## config.mk

```make
export PLATFORM = sky130hd
export DESIGN_NAME = mipi_csi_rx_packet_handler
export DESIGN_NICKNAME = d
export VERILOG_FILES = /design/src/rtl/mipi_csi_rx_packet_handler.sv
export SDC_FILE = /design/constraint.sdc
export NUM_CORES = 1
export LEC_CHECK = 0
export BUFFER_PORTS_ARGS = -buffer_cell sky130_fd_sc_hd__buf_2
export CAP_MARGIN = 25
export CORE_MARGIN = 3
export CORE_UTILIZATION = 55
export CTS_CLUSTER_SIZE = 24
export DETAILED_ROUTE_END_ITERATION = 6
export GPL_TIMING_DRIVEN = 0
export PLACE_DENSITY_LB_ADDON = 0.08
export RECOVER_POWER = 50
export SYNTH_ARGS = -nofsm -noshare
export SYNTH_HDL_FRONTEND = slang
export SYNTH_SLANG_ARGS = --single-unit
```

## constraint.sdc

```tcl
create_clock -name clk_i -period 9.8 [get_ports clk_i]
set_input_delay 0 -clock clk_i [delete_from_list [all_inputs] [get_ports clk_i]]
set_output_delay 0 -clock clk_i [all_outputs]
set_load 0.05 [all_outputs]
```

## src/rtl/mipi_csi_rx_packet_handler.sv

```systemverilog
// CSI-2 RX packet handler: parses packet headers, raises sync strobes for short
// packets and forwards the word-count payload bytes of selected long packets.
module mipi_csi_rx_packet_handler (
  input  logic            clk_i,
  input  logic            reset_i,
  input  logic [2:0]      active_lanes_i,
  input  logic [1:0]      vc_filter_i,
  input  logic [3:0][7:0] lane_data_i,
  input  logic [3:0]      lane_valid_i,
  output logic [3:0][7:0] payload_data_o,
  output logic [3:0]      payload_valid_o,
  output logic [5:0]      data_type_o,
  output logic [15:0]     word_count_o,
  output logic            frame_start_o,
  output logic            frame_end_o,
  output logic            line_start_o,
  output logic            line_end_o,
  output logic            line_active_o,
  output logic            err_truncated_o
);

  typedef enum logic [2:0] {IDLE, HEADER, PAYLOAD, CRC, DISCARD} state_e;

  state_e          state_q;
  logic [2:0]      lanes_q, lanes_d;
  logic [2:0]      hcnt_q, hbase, hsum;
  logic [3:0][7:0] hdr_q, hdr_d;
  logic [15:0]     remaining_q;
  logic [1:0]      crc_q;
  logic [2:0]      nvld, fwd, extra, crc_sum;
  logic [3:0]      fwd_mask;
  logic [3:0][7:0] fwd_data;
  logic            any_vld, hdr_done;
  logic [1:0]      hdr_vc;
  logic [5:0]      hdr_dt;
  logic [15:0]     hdr_wc;

  assign any_vld = |lane_valid_i;

  always_comb begin
    lanes_d = lanes_q;
    if (state_q == IDLE)
      lanes_d = (active_lanes_i == 3'd2 || active_lanes_i == 3'd4) ? active_lanes_i : 3'd1;
  end

  // Bytes arrive lane 3 first; each valid active lane fills the next header slot.
  always_comb begin
    hbase = (state_q == IDLE) ? 3'd0 : hcnt_q;
    nvld  = '0;
    hdr_d = hdr_q;
    for (int k = 0; k < 4; k++) begin
      if (k < int'(lanes_d) && lane_valid_i[3-k]) begin
        nvld = nvld + 3'd1;
        hdr_d[hbase[1:0] + 2'(k)] = lane_data_i[3-k];
      end
    end
  end

  assign hsum     = hbase + nvld;
  assign hdr_done = hsum[2];
  assign hdr_vc   = hdr_d[0][7:6];
  assign hdr_dt   = hdr_d[0][5:0];
  assign hdr_wc   = {hdr_d[2], hdr_d[1]};

  // Forward the leading min(N, remaining) lanes; anything behind them is CRC.
  always_comb begin
    fwd      = (remaining_q < 16'(lanes_q)) ? remaining_q[2:0] : lanes_q;
    extra    = (nvld > fwd) ? nvld - fwd : 3'd0;
    crc_sum  = {1'b0, crc_q} + nvld;
    fwd_mask = '0;
    fwd_data = '0;
    for (int k = 0; k < 4; k++)
      fwd_mask[3-k] = (k < int'(fwd)) && lane_valid_i[3-k];
    for (int k = 0; k < 4; k++)
      fwd_data[k] = fwd_mask[k] ? lane_data_i[k] : 8'h00;
  end

  always_ff @(posedge clk_i) begin
    if (reset_i) begin
      state_q         <= IDLE;
      lanes_q         <= 3'd1;
      hcnt_q          <= '0;
      hdr_q           <= '0;
      remaining_q     <= '0;
      crc_q           <= '0;
      payload_data_o  <= '0;
      payload_valid_o <= '0;
      data_type_o     <= '0;
      word_count_o    <= '0;
      frame_start_o   <= 1'b0;
      frame_end_o     <= 1'b0;
      line_start_o    <= 1'b0;
      line_end_o      <= 1'b0;
      line_active_o   <= 1'b0;
      err_truncated_o <= 1'b0;
    end else begin
      payload_data_o  <= '0;
      payload_valid_o <= '0;
      line_active_o   <= 1'b0;
      frame_start_o   <= 1'b0;
      frame_end_o     <= 1'b0;
      line_start_o    <= 1'b0;
      line_end_o      <= 1'b0;
      err_truncated_o <= 1'b0;
      lanes_q         <= lanes_d;
      case (state_q)
        IDLE, HEADER: begin
          if (!any_vld) begin
            hcnt_q <= '0;
            if (state_q == HEADER) begin
              err_truncated_o <= 1'b1;
              state_q         <= IDLE;
            end
          end else begin
            hdr_q  <= hdr_d;
            hcnt_q <= hsum;
            if (!hdr_done) begin
              state_q <= HEADER;
            end else if (hdr_dt < 6'h10) begin
              frame_start_o <= (hdr_dt == 6'h00);
              frame_end_o   <= (hdr_dt == 6'h01);
              line_start_o  <= (hdr_dt == 6'h02);
              line_end_o    <= (hdr_dt == 6'h03);
              state_q       <= DISCARD;
            end else if (hdr_vc != vc_filter_i) begin
              state_q <= DISCARD;
            end else begin
              data_type_o  <= hdr_dt;
              word_count_o <= hdr_wc;
              remaining_q  <= hdr_wc;
              crc_q        <= '0;
              state_q      <= (hdr_wc == 16'd0) ? CRC : PAYLOAD;
            end
          end
        end
        PAYLOAD: begin
          if (!any_vld) begin
            err_truncated_o <= 1'b1;
            state_q         <= IDLE;
          end else begin
            payload_valid_o <= fwd_mask;
            payload_data_o  <= fwd_data;
            line_active_o   <= |fwd_mask;
            remaining_q     <= remaining_q - 16'(fwd);
            if (remaining_q == 16'(fwd)) begin
              if (extra >= 3'd2) begin
                state_q <= DISCARD;
              end else begin
                crc_q   <= extra[1:0];
                state_q <= CRC;
              end
            end
          end
        end
        CRC: begin
          if (!any_vld) begin
            err_truncated_o <= 1'b1;
            state_q         <= IDLE;
          end else if (crc_sum >= 3'd2) begin
            state_q <= DISCARD;
          end else begin
            crc_q <= crc_sum[1:0];
          end
        end
        DISCARD: if (!any_vld) state_q <= IDLE;
        default: state_q <= IDLE;
      endcase
    end
  end

endmodule

```

Word level (Yosys, flattened, before mapping)
Index checks and enable logic that the tools add are counted.

cells by class
  equality and inequality tests = 24
  add/sub/neg operators = 10
  bitwise logic cells = 10
  multiplexer cells = 59
  reduce and logical (&&, ||, !) cells = 33
  $lt $le $gt $ge = 21

operators by type and width
  cell                 number
  $bwmux 32            4
  $mux 32              4
  $mux 16              5
  $demux 8 s2          4
  $mux 3               20
  $mux 8               4
  $pmux 16 s2          1
  $reduce_or 4->1      6
  $ne 2x2->1 const B   10
  $mux 2               9
  $eq 16x3->1          1
  $logic_not 16->1     1
  $lt 16x3->1          1
  $sub 16x3->16        1
  $eq 6x2->1 const B   2
  $logic_and 1x1->1    12
  $lt 1x3->1 const A   4
  $lt 2x3->1 const A   4
  $lt 2x3->1 const B   4
  $pmux 3 s4           1
  $not 1->1            10
  $reduce_and 10->1    1
  $add 3x1->3 const B  3
  $eq 3x2->1 const B   3
  29 further kinds     42

word-level totals
  output and inout bits = 64
  input port bits = 43
  register bits = 123
  logic and storage cells = 179

Longest topological paths before layout
Gate-level depths: netlist of run 1.

  depth in word-level cells = 21
  depth in mapped cells = 18
  depth with buffers taken out = 17

Worst setup path before layout of run 1
Ideal clock, no wire load.

  path type = register to register
  start point = register state_q[0]
  end point = register frame_end_o
  setup slack = 5.414 ns
  arrival time = 4.321 ns
  period minus slack after synthesis = 4.386 ns
  path buffers = 1
  data required time = 9.735 ns
  stages on the path, launching flop included = 17
  setup time = 0.065 ns
  cells stage by stage = dfxtp_1 > buf_2 > or4_1 > nor2_1 > o21a_1 > ha_1 > xor2_1 > inv_1 > ha_1 > mux2_2 > fa_1 > xor2_1 > xnor3_1 > or2_1 > or3_1 > or4_1 > nor2_1

on the way
  word-level cells in the longest chain between the ends = 17
  elaborated cells between the ends (all ways) = 58
  classes of those cells = 7 x add/sub; 13 x order compare; 2 x eq/ne; 22 x mux; 3 x bitwise; 11 x reduce/logical

ends and longest elaborated chain
  element                                              line  RTL
  start, declared                                      24    state_e state_q;
  start signal, assigned                               132   state_q <= (hdr_wc == 16'd0) ? CRC : PAYLOAD;
  branches (longest 17 deep; another with $lt 1x3->1)  --
  end signal, assigned                                 121   frame_end_o <= (hdr_dt == 6'h01);
  end, declared                                        15    output logic frame_end_o,

Parallel ways; which one is timed is not known.
A chain may end at the register's enable or synchronous reset.

Worst setup path in the final report of run 1
  start point = register state_q[0]
  end point = register frame_start_o

on the way
  word-level cells in the longest chain between the ends = 17
  elaborated cells between the ends (all ways) = 58
  classes of those cells = 7 x add/sub; 13 x order compare; 1 x eq/ne; 22 x mux; 3 x bitwise; 12 x reduce/logical

ends and longest elaborated chain
  element                                              line  RTL
  branches (longest 17 deep; another with $lt 1x3->1)  --
  end signal, assigned                                 120   frame_start_o <= (hdr_dt == 6'h00);
  end, declared                                        14    output logic frame_start_o,

Parallel ways; which one is timed is not known.

==> out/results.ini, run 1 <==
[synth]
ys_seq_elements=115
yosys.area_share.simple_pct=24.43
synth_cell_types=78
synth_ff_type=dfxtp_1
avgSynthCellArea_um2=8.315
synth-edff-count=0
synth_adder_area_share_pct=3.846
yosysTopAreaCell=dfxtp_1
synth_xor_area_share_pct=1.844
yosysMostFrequentCell=dfxtp_1
synth_warnings=0
synth_top_family_by_area=simple AND/OR/NAND/NOR gates
ys_seq_area_share_pct=36.48
synth_area_leaders=dfxtp_1 (36%), nor2_1 (5.6%), mux2i_1 (4.8%), a21oi_1 (4.7%), nand2_1 (4.1%)
ys_async_sr_fraction_pct=0
synth_fp_nets=819
synth_cells=759
synth_area_um2=6311
synthMuxAreaShare_pct=5.115
yosys.area.top_type_share_pct=36.48
synth_compound_area_share_pct=23.22
synthTopCellsByCount=dfxtp_1 (115), nor2_1 (94), nand2_1 (69), a21oi_1 (59), and2_1 (41)

[place]
dpl.hpwl_um=16140
place_ws_ps=4919
port_buffers=105
gp_congestion=0.9747
dp.cells=1005
placed_area_um2=7017

[critical_path]
startpoint_type=flop
path_max_fanout=10
crit_arrival_ps=5390
crit_required_ps=10150
worstSetupPathType=flop to flop
crit_start=state_q[0]$_SDFFE_PP0P_
r2r-start=state_q[0]$_SDFFE_PP0P_
critPathCaptureType=flop

[sta]
finalSetupTns_ps=0
hold_slack_ps=16.74
slew_headroom_pct=3.493
rsz0062_at_grt=no
setup_viol=0
slew_violations=0
finalHoldViolCount=0
fin_skew_ps=17.66
fmax_mhz=198.6
tightest_slew_ps=1437
layout_min_cycle_time_ps=5035
setup_slack_ps=4765
post-route-period-util_pct=51.37

[die]
start_util_pct=57.21
rows=38
io_pins=107
core_area_um2=11030
die_x_um=113.1
dieArea_um2=12800
die_h_um=113.1

[detailed_routing]
ant_nets=0
drt_wl_total_um=22150
viasPerCell=6.231
dr.pass1.iters=5
post_drt_wl_per_cell_um=20.66
route.detailed.drc=0
route.vias.total=6680
drt_iter0_markers=744

[min_path]
hold_class=primary input to flop
min-delay-start=active_lanes_i[0]

[clock_tree]
cts.sinks=115
cts_buffer_depth=2
cts_tree=built
clock_latency_ps=420
cts.htree.levels=4
clkTransAtPathRegs_ps=50
cts.root.buffer_cell=clkbuf_16
cts_setup_buffers=0
cts_inserted_buffers=17

[power_and_ir_drop]
vdd_drop_max_mv=0.2790
power_density_nw_per_um2=301.1
p_leak_nw=3.070
finalPower_mw=2.374

[final_layout]
drive_gt1_share_pct=10.62
utilization_pct=71.46
synthToLayoutAreaGrowth_pct=24.90
diodes=0
final_area_um2=7883
fin_nets=980
fillers=916
final_cells=1072

[grt]
grt_max_degree=17
track_usage_pct=34.32
grt_overflow=0
grt_pass1_vias=6407
antenna_found_initial=0
grt_pass1_wl_um=34350

[outcome]
status=completed

[run]
max_cap_violations=0

[sequential cells by signal (all words and copies together), names as in the netlist, 3 cells and up]
name	flops
data_type_o	6
hcnt_q	3
hdr_q	24
lanes_q	3
payload_data_o	32
payload_valid_o	4
remaining_q	16
state_q	3
word_count_o	16
[report_power, final]
group / switching, mW / internal (mW) / total, mW
Combinational: 0.756 / 0.387 / 1.14
Sequential: 0.0455 / 0.533 / 0.579
Clock: 0.216 / 0.436 / 0.652
Total: 1.02 / 1.36 / 2.37
[worst max-delay path: stages, from the launching register on]
cell      delay, ps
dfxtp_1         380
clkbuf_1        280
or4_1           610
nor2_1          140
o21a_1          170
ha_1            260
xor2_1          260
inv_1            70
ha_1            270
mux2_2          350
fa_1            450
xor2_1          190
xnor3_1         310
or2_1           270
or3_1           390
or4_1           450
nor2_1          120
[cell type report]
cell class                 instances  area, um^2  share of cell area [%]
multi-input combinational        573        3684                   46.73
sequential                       115        2302                   29.21
timing repair buffer             142       799.5                   10.14
clock buffer                      22       464.2                   5.889
buffer                            47       214.0                   2.714
tap                              140       175.2                   2.222
clock inverter                     9       153.9                   1.952
inverter                          24       90.09                   1.143
[repair_timing]
item,4_1_cts,5_1_grt
endpoints found under the hold margin,34,0
gates resized for setup,0,0
hold buffers,33,0
[kinds of logic (layout without fill, tap and decap cells)]
family / count (synthesis) / count (layout)
buffers and inverters: 71 / 244
AOI/OAI and AO/OA: 208 / 208
adders and majority gates: 17 / 17
and+or+nand+nor: 306 / 306
xor gates and xnor gates: 10 / 10
DFF: 115 / 115
muxes: 32 / 32
[placed cells by master, fill, tap and decap left out, drive strengths merged, types with 7 or more instances in the layout]
cell	count
clkbuf	124
dfxtp	115
nor2	94
nand2	69
a21oi	59
buf	54
and2	41
dlygate4sd3	33
mux2i	30
nor3	29
o21ai	28
a211oi	26
inv	24
ha	13
nor4	12
nand3	11
o211ai	10
a22oi	9
or3	8
nand4	8
a211o	8
o31ai	8
o211a	7
[worst paths after layout]
path | endpoint | slack [ps] | cells after the start
worst min register to register | hdr_q[0]$_SDFFE_PP0P_ | 460 | 2
worst min-delay path | lanes_q[1]$_SDFF_PP0_ | 20 | 4
worst max-delay path | frame_start_o$_SDFF_PP0_ | 4770 | 16
worst max register to register | frame_start_o$_SDFF_PP0_ | 4770 | 16
[layer usage]
| metal | GRT usage (%) | vias up | share of wire [%] |
|---|---|---|---|
| li1 | - | 3080 | - |
| met1 | 44.27 | 3083 | 40 |
| met2 | 54.42 | 442 | 45 |
| met3 | 8.182 | 75 | 11 |
| met4 | 15.87 | 0 | 3.7 |
| met5 | 0 | - | 0 |
(Power assumes the default switching activity.)
==> inputs of run 2 (changes only) <==
--- a/config.mk
+++ b/config.mk
@@ -5,10 +5,11 @@
 export SDC_FILE = /design/constraint.sdc
 export NUM_CORES = 1
 export LEC_CHECK = 0
+export ABC_AREA = 1
 export BUFFER_PORTS_ARGS = -buffer_cell sky130_fd_sc_hd__buf_2
 export CAP_MARGIN = 25
 export CORE_MARGIN = 3
-export CORE_UTILIZATION = 55
+export CORE_UTILIZATION = 51
 export CTS_CLUSTER_SIZE = 24
 export DETAILED_ROUTE_END_ITERATION = 6
 export GPL_TIMING_DRIVEN = 0
==> constraint.sdc (replaced) <==
create_clock -name clk_i -period 4.1 [get_ports clk_i]
set_input_delay 0 -clock clk_i [delete_from_list [all_inputs] [get_ports clk_i]]
set_output_delay 0 -clock clk_i [all_outputs]
set_load 0.05 [all_outputs]
==> out/results.ini, run 2 <==
[critical_path]
crit_start=state_q[1]$_SDFFE_PP0P_
slowest_delay_ps=410  ; -200 ps
crit_required_ps=4470  ; -5680 ps
worstSetupPathType=flop to flop
crit_family=simple AND/OR/NAND/NOR gates
worst-path-buf-inv=7  ; +5
critPathCaptureType=flop
crit_arrival_ps=4370  ; -1020 ps
r2r-start=state_q[1]$_SDFFE_PP0P_
crit_slowest_cell=fa_2
cpMostUsedCell=nand2_4
startpoint_type=flop
path_max_fanout=5  ; -5

[synth]
synth_cells=966  ; +27%
synthTopCellsByCount=nand2_1 (236), dfxtp_1 (115), nor2_1 (111), inv_1 (99), a21oi_1 (95)
synth_area_leaders=dfxtp_1 (36%), nand2_1 (14%), a21oi_1 (7.4%), nor2_1 (6.5%), o21ai_0 (6.1%)
yosys.area.top_type_share_pct=35.98  ; -0.50 points
ys_seq_area_share_pct=35.98  ; -0.50 points
synth_cell_types=39  ; -50%
avgSynthCellArea_um2=6.624  ; -20%
synth_ff_type=dfxtp_1
synth_area_um2=6399  ; +1.4%
ys_async_sr_fraction_pct=0  ; unchanged
synth-edff-count=0  ; unchanged
yosysMostFrequentCell=nand2_1
synth_fp_nets=1026  ; +25%
ys_seq_elements=115  ; unchanged
synth_warnings=0  ; unchanged
yosysTopAreaCell=dfxtp_1

[run]
max_cap_violations=0  ; unchanged

[clock_tree]
clock_latency_ps=440  ; +20 ps
cts.sinks=115  ; unchanged
cts_buffer_depth=2  ; unchanged
cts.root.buffer_cell=clkbuf_16
cts_inserted_buffers=17  ; unchanged
clkTransAtPathRegs_ps=50  ; about the same
cts_tree=built
cts.htree.levels=4  ; unchanged

[sta]
fmax_mhz=249.6  ; +26%
fin_skew_ps=11.72  ; -5.949 ps
slew_violations=0  ; unchanged
setup_slack_ps=92.89  ; -4672 ps
slew_headroom_pct=32.03  ; +29 points
tightest_slew_ps=1020  ; -417.0 ps
post-route-period-util_pct=97.73  ; +46 points
finalHoldViolCount=0  ; unchanged
layout_min_cycle_time_ps=4007  ; -1028 ps
setup_viol=0  ; unchanged
rsz0062_at_grt=yes

[detailed_routing]
ant_nets=0  ; unchanged
dr.pass1.iters=5  ; unchanged
post_drt_wl_per_cell_um=17.59  ; -15%
route.detailed.drc=0  ; unchanged
drt_iter0_markers=854  ; +15%
drt_wl_total_um=23400  ; +5.6%
route.vias.total=7270  ; +8.8%
viasPerCell=5.466  ; -12%

[grt]
grt_overflow=0  ; unchanged
grt_pass1_wl_um=34740  ; +1.1%
antenna_found_initial=0  ; unchanged
grt_pass1_vias=6326  ; -1.3%
track_usage_pct=32.27  ; -2.1 points
grt_max_degree=17  ; unchanged

[final_layout]
regMostFlops=payload_data_o
final_area_um2=8592  ; +9.0%
top_regs=payload_data_o x32, hdr_q x24
largest_reg_flops=32  ; unchanged
final_cell_mix=nand2_1 (228), dfxtp_1 (113), nor2_1 (109)
final_common_cell=nand2_1
fillers=1103  ; +20%
drive_gt1_share_pct=18.24  ; +7.6 points
fin_nets=1211  ; +24%
synthToLayoutAreaGrowth_pct=34.28
utilization_pct=70.65  ; -0.81 points
diodes=0  ; unchanged

[power_and_ir_drop]
power_density_nw_per_um2=784.3  ; +160%
vdd_drop_max_mv=0.5456  ; +96%
p_leak_nw=3.913  ; +27%
finalPower_mw=6.738  ; +180%

[place]
placed_area_um2=7129  ; +1.6%
port_buffers=104  ; -0.95%
place_ws_ps=-689.7  ; -5609 ps
dpl.hpwl_um=16150  ; about the same
gp_congestion=0.9598  ; -1.5%

[die]
rows=40  ; +5.3%
core_area_um2=12160  ; +10%
dieArea_um2=13930  ; +8.8%
die_h_um=118.0  ; +4.3%
start_util_pct=52.61  ; -4.6 points
die_x_um=118.0  ; +4.3%
io_pins=107  ; unchanged

[min_path]
hold_class=primary input to flop
min-delay-start=lane_valid_i[1]

[outcome]
status=completed

-- run 2: cell types whose count changed after synthesis, sizes merged, moves of 30 or more --
cell   delta
nand2   +174
a21oi    +47
nand3    +53
inv      +85
mux2i    -30
and2     -41
o21ai    +78
-- run 2: where the power goes --
part | leakage [nW] | total, mW | switching [mW] | internal [mW]
Sequential | 0.933 | 1.38 | 0.109 | 1.27
Clock | 0.310 | 1.63 | 0.543 | 1.09
Combinational | 2.67 | 3.73 | 2.47 | 1.26
Total | 3.91 | 6.74 | 3.12 | 3.62
-- run 2: per-layer routing --
metal | routed length (um) | GRT usage [%] | up-vias
li1 | - | - | 3508
met1 | 9798 | 44.10 | 3314
met2 | 10360 | 48.47 | 391
met3 | 2398 | 8.602 | 57
met4 | 841 | 12.89 | 0
met5 | 0 | 0 | -
-- run 2: cell type report --
type                            instances  area, um^2  area share (%)
Multi-Input combinational cell        701        3696           43.02
Sequential cell                       115        2307           26.85
Timing Repair Buffer                  167        1065           12.39
Clock buffer                           22       494.2           5.752
Inverter                              111       427.9           4.980
Buffer                                 38       242.7           2.825
Tap cell                              168       210.2           2.446
Clock inverter                          8       148.9           1.733
-- run 2: worst min-delay path, delay by kind of cell --
kind | cells | cell delay, ps
simple gates | 1 | 120
compound gates | 1 | 140
buf+inv | 1 | 140
-- run 2: cells by family (layout without fill, tap and decap cells) --
kind of cell	Yosys count	count (layout)	share of synthesized area, %
adders and majority gates	17	17	3.794
AOI/OAI and AO/OA	225	225	18.71
and+or+nand+nor	454	454	30.82
DFF	115	115	35.98
buffers and inverters	150	346	10.01
xor gates and xnor gates	5	5	0.6844
-- run 2: through the flow --
stage | hold slack, ps | TNS, ps | instances
finish | 31.80 | 0 | 1330
global route | 26.85 | -670.6 | 1330
CTS | 2.832 | 0 | 1318
detailed placement | 267.9 | -26410 | 1238
global placement | 261.3 | -26080 | 1238
floorplan | 112.2 | 0 | 966
-- run 2: repair_timing --
item,in CTS,in global routing
hold endpoints to repair,38,0
cloned,1,3
setup endpoints to repair,48,47
hold buffers,35,0
pin swaps,7,20
resized for setup,23,59
setup buffers,14,10
-- run 2: worst paths after layout --
kind | endpoint | slack [ps] | depth (start not counted)
worst min-delay path | payload_valid_o[1]$_SDFF_PP0_ | 30 | 3
worst min register to register | word_count_o[1]$_SDFFE_PP0P_ | 460 | 2
worst max-delay path | word_count_o[7]$_SDFFE_PP0P_ | 90 | 25
worst max register to register | word_count_o[7]$_SDFFE_PP0P_ | 90 | 25
